$ cat src/rtl/display_pkg.sv
// display_pkg: shared geometry, key command codes and cursor FSM states for the character display
package display_pkg;
    localparam int DISP_COLS = 20;
    localparam int DISP_ROWS = 15;
    localparam int CELL_PX   = 32;
    localparam logic [6:0] BLANK_CHAR = 7'h20;
    localparam logic [2:0] CMD_UP    = 3'd0;
    localparam logic [2:0] CMD_DOWN  = 3'd1;
    localparam logic [2:0] CMD_LEFT  = 3'd2;
    localparam logic [2:0] CMD_RIGHT = 3'd3;
    localparam logic [2:0] CMD_ENTER = 3'd4;
    localparam logic [2:0] CMD_BKSP  = 3'd5;
    localparam logic [2:0] CMD_ESC   = 3'd6;
    localparam logic [2:0] CMD_CLEAR = 3'd7;
    typedef enum logic [1:0] {ST_IDLE, ST_EDIT, ST_WRITE, ST_CLEAR} state_t;
endpackage

$ cat src/rtl/cursor_ctrl.sv
// cursor_ctrl: keyboard-driven cursor movement and single-character writes into character memory
module cursor_ctrl
    import display_pkg::*;
#(
    parameter int COLS = DISP_COLS,
    parameter int ROWS = DISP_ROWS,
    parameter int AW   = 9
) (
    input  logic          clk,
    input  logic          rst,
    input  logic          key_valid,
    output logic          key_ready,
    input  logic          key_is_char,
    input  logic [6:0]    key_char,
    input  logic [2:0]    key_cmd,
    output logic [4:0]    writing_x,
    output logic [4:0]    writing_y,
    output logic          editing,
    output logic          wr_en,
    output logic [AW-1:0] wr_addr,
    output logic [6:0]    wr_data,
    input  logic          wr_ready
);
    localparam logic [4:0]    X_MAX = 5'(COLS - 1);
    localparam logic [4:0]    Y_MAX = 5'(ROWS - 1);
    localparam logic [AW-1:0] A_MAX = AW'(COLS * ROWS - 1);

    state_t        r_state;
    logic [4:0]    r_x, r_y;
    logic          r_wr_en, r_bksp;
    logic [AW-1:0] r_wr_addr;
    logic [6:0]    r_wr_data;
    logic [9:0]    w_fwd, w_back;
    logic [AW-1:0] w_addr, w_back_addr;
    logic          w_key;

    // Linear cell step: forward walks row-major, backward is its inverse; both wrap the whole screen
    function automatic logic [9:0] step(input logic [4:0] x, input logic [4:0] y, input logic fwd);
        logic [4:0] nx, ny;
        if (fwd) begin
            nx = (x == X_MAX) ? 5'd0 : x + 5'd1;
            ny = (x != X_MAX) ? y : (y == Y_MAX) ? 5'd0 : y + 5'd1;
        end else begin
            nx = (x == 5'd0) ? X_MAX : x - 5'd1;
            ny = (x != 5'd0) ? y : (y == 5'd0) ? Y_MAX : y - 5'd1;
        end
        return {nx, ny};
    endfunction

    function automatic logic [AW-1:0] cell_addr(input logic [4:0] x, input logic [4:0] y);
        return AW'(y) * AW'(COLS) + AW'(x);
    endfunction

    assign w_fwd       = step(r_x, r_y, 1'b1);
    assign w_back      = step(r_x, r_y, 1'b0);
    assign w_addr      = cell_addr(r_x, r_y);
    assign w_back_addr = cell_addr(w_back[9:5], w_back[4:0]);
    assign key_ready   = (r_state == ST_IDLE) || (r_state == ST_EDIT);
    assign w_key       = key_valid && key_ready;
    assign editing     = (r_state == ST_EDIT) || (r_state == ST_WRITE);
    assign writing_x   = r_x;
    assign writing_y   = r_y;
    assign wr_en       = r_wr_en;
    assign wr_addr     = r_wr_addr;
    assign wr_data     = r_wr_data;

    always_ff @(posedge clk) begin
        if (rst) begin
            r_state   <= ST_IDLE;
            r_x       <= '0;
            r_y       <= '0;
            r_wr_en   <= 1'b0;
            r_bksp    <= 1'b0;
            r_wr_addr <= '0;
            r_wr_data <= '0;
        end else begin
            case (r_state)
                ST_IDLE: if (w_key && !key_is_char) begin
                    if (key_cmd == CMD_ENTER) r_state <= ST_EDIT;
                    if (key_cmd == CMD_CLEAR) begin
                        r_state   <= ST_CLEAR;
                        r_wr_en   <= 1'b1;
                        r_wr_addr <= '0;
                        r_wr_data <= BLANK_CHAR;
                    end
                end
                ST_EDIT: if (w_key) begin
                    if (key_is_char) begin
                        r_state   <= ST_WRITE;
                        r_wr_en   <= 1'b1;
                        r_bksp    <= 1'b0;
                        r_wr_addr <= w_addr;
                        r_wr_data <= key_char;
                    end else begin
                        case (key_cmd)
                            CMD_UP:    r_y <= (r_y == 5'd0) ? Y_MAX : r_y - 5'd1;
                            CMD_DOWN:  r_y <= (r_y == Y_MAX) ? 5'd0 : r_y + 5'd1;
                            CMD_LEFT:  r_x <= (r_x == 5'd0) ? X_MAX : r_x - 5'd1;
                            CMD_RIGHT: r_x <= (r_x == X_MAX) ? 5'd0 : r_x + 5'd1;
                            CMD_ENTER: begin
                                r_x <= 5'd0;
                                r_y <= (r_y == Y_MAX) ? 5'd0 : r_y + 5'd1;
                            end
                            CMD_BKSP: begin
                                r_x       <= w_back[9:5];
                                r_y       <= w_back[4:0];
                                r_state   <= ST_WRITE;
                                r_wr_en   <= 1'b1;
                                r_bksp    <= 1'b1;
                                r_wr_addr <= w_back_addr;
                                r_wr_data <= BLANK_CHAR;
                            end
                            CMD_ESC:   r_state <= ST_IDLE;
                            default: begin
                                r_state   <= ST_CLEAR;
                                r_wr_en   <= 1'b1;
                                r_wr_addr <= '0;
                                r_wr_data <= BLANK_CHAR;
                            end
                        endcase
                    end
                end
                ST_WRITE: if (wr_ready) begin
                    r_wr_en <= 1'b0;
                    r_state <= ST_EDIT;
                    if (!r_bksp) begin
                        r_x <= w_fwd[9:5];
                        r_y <= w_fwd[4:0];
                    end
                end
                default: if (wr_ready) begin
                    if (r_wr_addr == A_MAX) begin
                        r_wr_en <= 1'b0;
                        r_x     <= '0;
                        r_y     <= '0;
                        r_state <= ST_IDLE;
                    end else begin
                        r_wr_addr <= r_wr_addr + AW'(1);
                    end
                end
            endcase
        end
    end
endmodule

$ cat config.mk
export PLATFORM = sky130hd
export DESIGN_NAME = cursor_ctrl
export DESIGN_NICKNAME = d
export VERILOG_FILES = /design/src/rtl/display_pkg.sv /design/src/rtl/cursor_ctrl.sv
export SDC_FILE = /design/constraint.sdc
export NUM_CORES = 1
export LEC_CHECK = 0
export CORE_UTILIZATION = 45
export DETAILED_ROUTE_END_ITERATION = 10
export HOLD_SLACK_MARGIN = 0.05
export PLACE_DENSITY_LB_ADDON = 0.3
export SYNTH_ARGS = -nofsm -noshare
export SYNTH_HDL_FRONTEND = slang
export SYNTH_SLANG_ARGS = --single-unit
$ cat constraint.sdc
create_clock -name clk -period 9.14 [get_ports clk]
set_clock_uncertainty 0.05 [all_clocks]
set_input_delay 2.285 -clock clk [delete_from_list [all_inputs] [get_ports clk]]
set_output_delay 2.285 -clock clk [all_outputs]
set_load 0.01 [all_outputs]
==> results by group, run 1 <==
Pwr
  – Clock power share: 37.0%
  – Total Power: 312 uW
  – Sw Share: 30.3%
  – Gate power share: 19.8%
  – Cell-internal power: 218 uW
  – PD cells: 85.6 nW/um^2
  – Sequential share of power: 43.2%
  – Net Switching: 94.5 uW
  – Worst vdd ir: 0.0000620 V
  – Static leakage power: 1.40 nW

Clock tree
  – Setup Fix Bufs, Post-CTS: 0
  – Resize count post-CTS: 0
  – Clk buf depth: 2
  – Num CTS Buffers: 5
  – Clk sinks: 30
  – CTS H-tree depth: 2
  – Hold buffer count at cts: 0
  – Worst skew pair latency: 0.29 ns
  – Clock transition at the registers of the reported paths: 0.07 ns
  – Root buffer selected by CTS: clkbuf_8
  – CTS tree: built

Floorplanning
  – I/O pins: 44
  – Initial Util: 46.3%
  – Core footprint: 6760 sq um
  – Die Wd: 85.4 um
  – Cell Rows: 30
  – Die Height: 85.4 um
  – Die area: 7290 sq um

Synth
  – Asr flop ratio synth: 0%
  – Largest cells by area after synthesis: dfxtp_1 (19%), ha_1 (12%), a21oi_1 (5.6%), o21ai_0 (5.0%), nor2_1 (4.3%)
  – Yosys cell types: 71
  – Post-synth EDFFs: 0
  – Syn_area_per_cell: 7.65 sq um
  – Post-Syn Area: 3130 sq um
  – Top cell type's share of synthesized area: 19.2%
  – Fraction of the yosys area taken by sequential cells: 19.2%
  – Yosys reg bits: 30
  – Synth warn: 0
  – Dominant synthesized flop cell: dfxtp_1
  – Mapped Cells: 409
  – Synth area leader: dfxtp_1
  – Syn_nets: 457

Critical path
  – Reg2reg start: writing_x[0]
  – Critical path launch point: r_state[1]
  – CP delay by family, top: buffers and inverters
  – Crit. End Element: primary output
  – Most frequent CP cell: inv_1
  – Worst Path Max Fanout: 19
  – R2R Setup Slk: 4.49 ns
  – Critical Path Slowest Stage Cell: clkdlybuf4s50_1
  – Worst EP arrival: 2.57 ns
  – Crit-path max cell delay: 0.57 ns
  – Crit-path cells: inv_1 -> ha_1 -> nor2_1 -> inv_1 -> clkdlybuf4s50_1
  – Register-to-Register Path Depth: 14
  – Buf/Inv on CP: 3
  – Crit Path Class: reg -> out
  – R2r endpoint: wr_addr[8]
  – CP startpoint kind: flop
  – Worst path required time: 6.81 ns

Worst hold path
  – Worst Hold End: wr_data[3]
  – HP Class: reg -> reg
  – Hold depth: 2
  – Hold Crit Start: wr_data[3]

Detailed routing
  – Detailed-route via count: 3176
  – Vias per cell: 6.10
  – Antenna viol nets, final: 0
  – Routed wire length per instance: 16.5 um
  – Drt pass-1 iters: 5
  – Overall routed net length: 8.60 mm
  – Post-route DRC: 0
  – DR iter-0 viols: 207

Global route
  – Vias in the first global route: 2887
  – GR Layer Usage met3: 3.70%
  – Met2 usage: 40.6%
  – First-pass GRT wire length: 13.9 mm
  – GR Overflow Total: 0
  – GRT Total Usage: 23.7%
  – Busiest grt layer: met2
  – Pin count of the biggest net entering global routing: 34
  – Initial antenna violation count: 0
  – Met1 usage: 31.6%

STA
  – Hold Slack: 0.402 ns
  – RSZ-0062 raised after global routing: no
  – Max-slew violations: 0
  – Fin. Hold Viols: 0
  – Final setup TNS: 0 ns
  – Final period util: 53.6%
  – Slew @ Worst Pin: 1.21 ns
  – Clock period minus worst slack: 4.90 ns
  – Setup ws final: 4.24 ns
  – Final Setup Violations: 0
  – Slew HR: 19.2%
  – Fmax: 0.204 GHz

Finish
  – FF/Latch Area: 601 sq um
  – Most frequent cells in the layout: clkdlybuf4s50_1 (43), nor2_1 (36), a21oi_1 (35)
  – Final std cells w/o fill: 521
  – Finished Cell Area: 3650 sq um
  – N_diodes: 0
  – Share of layout cells above drive strength 1: 5.67%
  – Area growth syn-to-layout: 16.7%
  – Filler cell count: 647
  – Multi-input logic area: 2320 sq um
  – Fin util: 54.0%
  – Commonest non-fill, non-tap cell in the layout: clkdlybuf4s50_1
  – Layout net count: 488

Placement
  – Pre-CTS setup slack: 4.56 ns
  – PortBufs: 43
  – Detailed-placement wirelength estimate: 6.47 mm
  – Post-placement cell area: 3560 sq um
  – RePlAce Congestion: 0.912
  – Placed Instances: 513

Outcome
  – Status: complete, no violations

Run
  – Total of max-cap violations: 0
[layer usage]
metal | vias to the layer above | routed length, um
li1 | 1547 | -
met1 | 1486 | 3880
met2 | 134 | 4040
met3 | 9 | 616
met4 | 0 | 63
met5 | - | 0
[tightest hold or removal path: cells and delay by family (launching register included)]
kind | cells | cell delay [ns]
DFF | 1 | 0.31
AOI/OAI and AO/OA | 1 | 0.05
and+or+nand+nor | 1 | 0.05
[cells in the mapped netlist (4+ instances only)]
cell type   n
nand3_1    18
buf_2       7
xnor2_1     7
nor2_1     36
and2_1      4
a21oi_1    35
xor2_1     11
a22oi_1     6
o21ai_0    31
nor2b_1     7
nor3_1     12
dfxtp_1    30
a31oi_1     8
inv_1      25
ha_1       29
a21o_1      4
nand2_1    32
fa_1        4
and3_1      5
nand3b_1    4
clkbuf_1    9
a2bb2oi_1   5
nand2b_1    7
[flip-flops by register name, indices dropped and copies added, names as in the netlist]
| register | flops |
|---|---|
| wr_addr | 9 |
| wr_data | 7 |
| writing_x | 5 |
| writing_y | 5 |
| r_state | 2 |
| r_bksp | 1 |
| wr_en | 1 |
[how the worst max path moves through the flow]
stage,end,cells after the start,slack (ns)
after floorplan,wr_addr[8],16,5.28
after global placement,wr_addr[0],7,4.67
after detailed placement,wr_addr[8],14,4.56
after CTS,key_ready,5,4.26
after global routing,key_ready,5,4.08
final,key_ready,5,4.24
[power groups by stage]
stage | Sequential [mW] | Combinational (mW) | Clock (mW)
CTS | 0.135 | 0.0607 | 0.118
detailed placement | 0.138 | 0.0605 | 0
global route | 0.135 | 0.0671 | 0.123
finish | 0.135 | 0.0618 | 0.116
global placement | 0.138 | 0.0598 | 0
floorplan | 0.138 | 0.0404 | 0
[cell type report]
type / instances / area share [%]
Inverter: 25 / 2.57
Multi-Input combinational cell: 333 / 63.4
Timing Repair Buffer: 45 / 12.2
Clock inverter: 2 / 0.343
Sequential cell: 30 / 16.4
Clock buffer: 6 / 2.26
Tap cell: 80 / 2.74
[cells by family after synthesis]
group                      count (synthesis)  share of synthesized area, %
muxes                                      4                          1.32
adders and majority gates                 33                          14.2
xor gates and xnor gates                  19                          5.76
and+or+nand+nor                          148                          24.6
buffers and inverters                     46                          6.76
AOI/OAI and AO/OA                        129                          28.2
DFF                                       30                          19.2
No activity file was read; power rests on OpenSTA's default activity.
==> run 2, diff against run 1 <==
Clock period 9.14 ns to 4.2 ns, I/O delays scaled along.
==> results by group, run 2 (synthesis gave the netlist of run 1 again) <==
Detailed routing
  – DR iter-0 viols: 207
  – Routed wire length per instance: 16.3 um
  – Overall routed net length: 8.73 mm
  – Detailed-route via count: 3185
  – Drt pass-1 iters: 5
  – Post-route DRC: 0
  – Antenna viol nets, final: 0
  – Vias per cell: 5.94

Finish
  – Share of layout cells above drive strength 1: 8.77%
  – N_diodes: 0
  – Multi-input logic area: 2320 sq um
  – Layout net count: 503
  – Fin util: 55.7%
  – Area growth syn-to-layout: 20.3%
  – Filler cell count: 659
  – Final std cells w/o fill: 536
  – FF/Latch Area: 601 sq um
  – Most frequent cells in the layout: clkdlybuf4s50_1 (43), nor2_1 (36), a21oi_1 (35)
  – Finished Cell Area: 3760 sq um
  – Commonest non-fill, non-tap cell in the layout: clkdlybuf4s50_1
  – Max reg flops: 9

Clock tree
  – CTS H-tree depth: 2
  – Clk sinks: 30
  – Clock transition at the registers of the reported paths: 0.08 ns
  – Clk buf depth: 2
  – Worst skew pair latency: 0.30 ns
  – Num CTS Buffers: 5
  – CTS tree: built
  – Hold buffer count at cts: 0
  – Root buffer selected by CTS: clkbuf_8

Global route
  – Initial antenna violation count: 0
  – GRT Total Usage: 25.4%
  – Busiest grt layer: met2
  – Pin count of the biggest net entering global routing: 20
  – Vias in the first global route: 3061
  – First-pass GRT wire length: 14.8 mm
  – Met2 usage: 42.4%
  – Met1 usage: 33.8%
  – GR Overflow Total: 0
  – GR Layer Usage met3: 3.31%

STA
  – Setup ws final: 0.231 ns
  – Hold Slack: 0.413 ns
  – Fmax: 0.252 GHz
  – Clock period minus worst slack: 3.97 ns
  – Slew HR: 47.5%
  – RSZ-0062 raised after global routing: no
  – Slew @ Worst Pin: 0.785 ns
  – Final setup TNS: 0 ns
  – Final period util: 94.5%
  – Fin. Hold Viols: 0
  – Max-slew violations: 0
  – Final Setup Violations: 0

Critical path
  – Worst EP arrival: 4.08 ns
  – Worst path required time: 4.31 ns
  – Crit-path cells: inv_1 -> ha_1 -> or4b_4 -> and2_4 -> a31oi_4 -> inv_1 -> ha_1 -> ha_1 -> inv_1 -> fa_1 -> nor2b_1 -> o21ai_1 -> mux2_2 -> or4_1 -> nand3_1 -> o311ai_1
  – Crit Path Class: reg -> reg
  – Crit-path max cell delay: 0.52 ns
  – Worst Path Max Fanout: 5
  – R2R Setup Slk: 0.23 ns
  – Crit. End Element: flop
  – CP startpoint kind: flop
  – Critical Path Slowest Stage Cell: fa_1

Floorplanning
  – I/O pins: 44
  – Core footprint: 6760 sq um
  – Die area: 7290 sq um
  – Initial Util: 46.3%
  – Die Height: 85.4 um
  – Cell Rows: 30
  – Die Wd: 85.4 um

Placement
  – Detailed-placement wirelength estimate: 6.65 mm
  – Post-placement cell area: 3670 sq um
  – Placed Instances: 528
  – RePlAce Congestion: 0.962
  – Pre-CTS setup slack: 0.230 ns
  – PortBufs: 43

Run
  – Total of max-cap violations: 0

Outcome
  – Status: complete, no violations

Pwr
  – PD cells: 185 nW/um^2
  – Static leakage power: 1.47 nW
  – Total Power: 696 uW
  – Worst vdd ir: 0.000105 V

Worst hold path
  – HP Class: reg -> reg
## run 2: cell count changes in the layout (fill, tap and decap cells not counted), sizes merged
cell / change
buf: +15
## run 2: power by group
group	internal [mW]	switching [mW]
Clock	0.132	0.131
Combinational	0.0578	0.0814
Sequential	0.289	0.00481
Total	0.478	0.217
## run 2: final cells by class
class	instances	share of cell area (%)
multi-input cells	333	61.5
flip-flops and latches	30	16.0
repair buffers	60	14.8
well taps	80	2.66
inverters	25	2.49
clock buffers	6	2.19
clock inverters	2	0.332
## run 2: worst max-delay path, delay by kind of cell, from the launching register on
| family | cells | cell delay, ns |
|---|---|---|
| fa+ha+maj | 4 | 1.16 |
| mux | 1 | 0.38 |
| compound gates | 3 | 0.39 |
| simple gates | 5 | 1.31 |
| buf+inv | 3 | 0.23 |
| flops | 1 | 0.31 |
## run 2: worst paths after layout
path | from | endpoint | cells past startpoint
setup / recovery | writing_x[0] | wr_addr[8] | 16
hold / removal | wr_data[1] | wr_data[1] | 2
setup reg to reg | writing_x[0] | wr_addr[8] | 16
hold reg to reg | wr_data[1] | wr_data[1] | 2
## run 2: routing by layer
metal	vias to the layer above	share of wire, %
met5	-	0
met2	114	47
met3	15	4.9
li1	1575	-
met1	1481	46
met4	0	1.5
## run 2: what timing repair did
action	4_1_cts	5_1_grt
setup buffers	0	0
resized for setup	0	1
endpoints found under the setup margin	0	1
==> run 3, diff against run 2 <==
Clock period 4.2 ns to 5.05 ns, I/O delays scaled along.
==> results by group, run 3 (synthesis gave the netlist of run 1 again) <==
Clock tree
  – Clk buf depth: 2
  – Worst skew pair latency: 0.29 ns
  – CTS tree: built
  – Root buffer selected by CTS: clkbuf_8
  – Clk sinks: 30
  – Resize count post-CTS: 0
  – Clock transition at the registers of the reported paths: 0.08 ns
  – CTS H-tree depth: 2
  – Hold buffer count at cts: 0
  – Num CTS Buffers: 5
  – Setup Fix Bufs, Post-CTS: 0

Finish
  – Max reg flops: 9
  – Share of layout cells above drive strength 1: 6.73%
  – Fin util: 54.6%
  – Filler cell count: 658
  – Layout net count: 493
  – N_diodes: 0
  – Commonest non-fill, non-tap cell in the layout: clkdlybuf4s50_1
  – Area growth syn-to-layout: 17.9%
  – Most frequent cells in the layout: clkdlybuf4s50_1 (43), nor2_1 (36), a21oi_1 (35)
  – Final std cells w/o fill: 526

Global route
  – Vias in the first global route: 3005
  – Met2 usage: 43.0%
  – First-pass GRT wire length: 15.1 mm
  – GR Overflow Total: 0
  – GR Layer Usage met3: 6.13%
  – Pin count of the biggest net entering global routing: 28
  – GRT Total Usage: 26.5%
  – Met1 usage: 35.1%
  – Busiest grt layer: met2
  – Initial antenna violation count: 0

Floorplanning
  – Die Height: 85.4 um
  – Die Wd: 85.4 um
  – I/O pins: 44
  – Initial Util: 46.3%
  – Cell Rows: 30
  – Core footprint: 6760 sq um
  – Die area: 7290 sq um

Worst hold path
  – HP Class: reg -> reg

STA
  – Final setup TNS: 0 ns
  – Slew @ Worst Pin: 0.897 ns
  – Final period util: 81.7%
  – Fin. Hold Viols: 0
  – RSZ-0062 raised after global routing: no
  – Slew HR: 40.2%
  – Fmax: 0.242 GHz
  – Max-slew violations: 0
  – Final Setup Violations: 0
  – Clock period minus worst slack: 4.12 ns
  – Hold Slack: 0.402 ns
  – Setup ws final: 0.925 ns

Placement
  – Placed Instances: 518
  – Pre-CTS setup slack: 0.955 ns
  – PortBufs: 43
  – RePlAce Congestion: 0.952
  – Detailed-placement wirelength estimate: 7.03 mm

Critical path
  – Crit Path Class: reg -> reg
  – Worst EP arrival: 4.24 ns
  – CP delay by family, top: simple AND/OR/NAND/NOR gates
  – Buf/Inv on CP: 3
  – Crit. End Element: flop
  – CP startpoint kind: flop
  – Crit-path cells: inv_1 -> ha_1 -> or4b_4 -> and2_4 -> a31oi_4 -> inv_1 -> ha_1 -> ha_1 -> inv_1 -> fa_1 -> nor2b_1 -> o21ai_0 -> mux2_2 -> or4_1 -> nand3_1 -> o311ai_1
  – Worst Path Max Fanout: 10
  – Crit-path max cell delay: 0.51 ns
  – Critical Path Slowest Stage Cell: or4b_4
  – Worst path required time: 5.17 ns

Detailed routing
  – Detailed-route via count: 3192
  – Antenna viol nets, final: 0
  – Vias per cell: 6.07
  – Routed wire length per instance: 17.7 um
  – Post-route DRC: 0
  – Overall routed net length: 9.31 mm
  – DR iter-0 viols: 181
  – Drt pass-1 iters: 5

Outcome
  – Status: complete, no violations

Pwr
  – PD cells: 156 nW/um^2
  – Worst vdd ir: 0.000101 V
  – Static leakage power: 1.42 nW

Run
  – Total of max-cap violations: 0
==> run 3: cell types whose count changed in the layout (fill, tap and decap cells not counted) <==
cell     before  now
buf_4        17    7
o21ai_0      30   31
o21ai_1       2    1
==> run 3: final cells by class <==
class	count	area, sq um	share of cell area (%)
clock buffer	6	82.6	2.24
clock inverter	2	12.5	0.339
inverter	25	93.8	2.54
multi-input combinational	333	2320	62.8
sequential	30	601	16.3
tap	80	100	2.71
timing repair buffer	50	483	13.1
==> run 3: worst paths after layout <==
check / from / end / slack, ns / depth (start not counted)
setup / recovery: writing_x[0] / wr_addr[8] / 0.93 / 16
hold / removal: wr_data[0] / wr_data[0] / 0.40 / 2
hold reg to reg: wr_data[0] / wr_data[0] / 0.40 / 2
setup reg to reg: writing_x[0] / wr_addr[8] / 0.93 / 16
==> run 3: per-stage QoR <==
step	total power, mW	instance area (sq um)
global route	0.604	3690
global placement	0.365	3590
detailed placement	0.366	3590
CTS	0.579	3690
floorplan	0.323	3130
finish	0.576	3690
==> run 3: worst reg2reg max path, cell delays in order, from the launching register on <==
cell	delay [ns]
dfxtp_1	0.43
inv_1	0.13
ha_1	0.17
or4b_4	0.51
and2_4	0.19
a31oi_4	0.16
inv_1	0.08
ha_1	0.28
ha_1	0.19
inv_1	0.06
fa_1	0.51
nor2b_1	0.05
o21ai_0	0.16
mux2_2	0.39
or4_1	0.47
nand3_1	0.09
o311ai_1	0.08
==> run 3: routing by layer <==
layer  vias up  share of wire (%)
li1       1553                  -
met1      1485                 45
met2       133                 46
met3        21                6.4
met4         0                2.4
met5         -                  0
==> run 3: power by group <==
part           internal [mW]  switching, mW
Clock                  0.110          0.104
Sequential             0.240        0.00390
Combinational         0.0477         0.0708
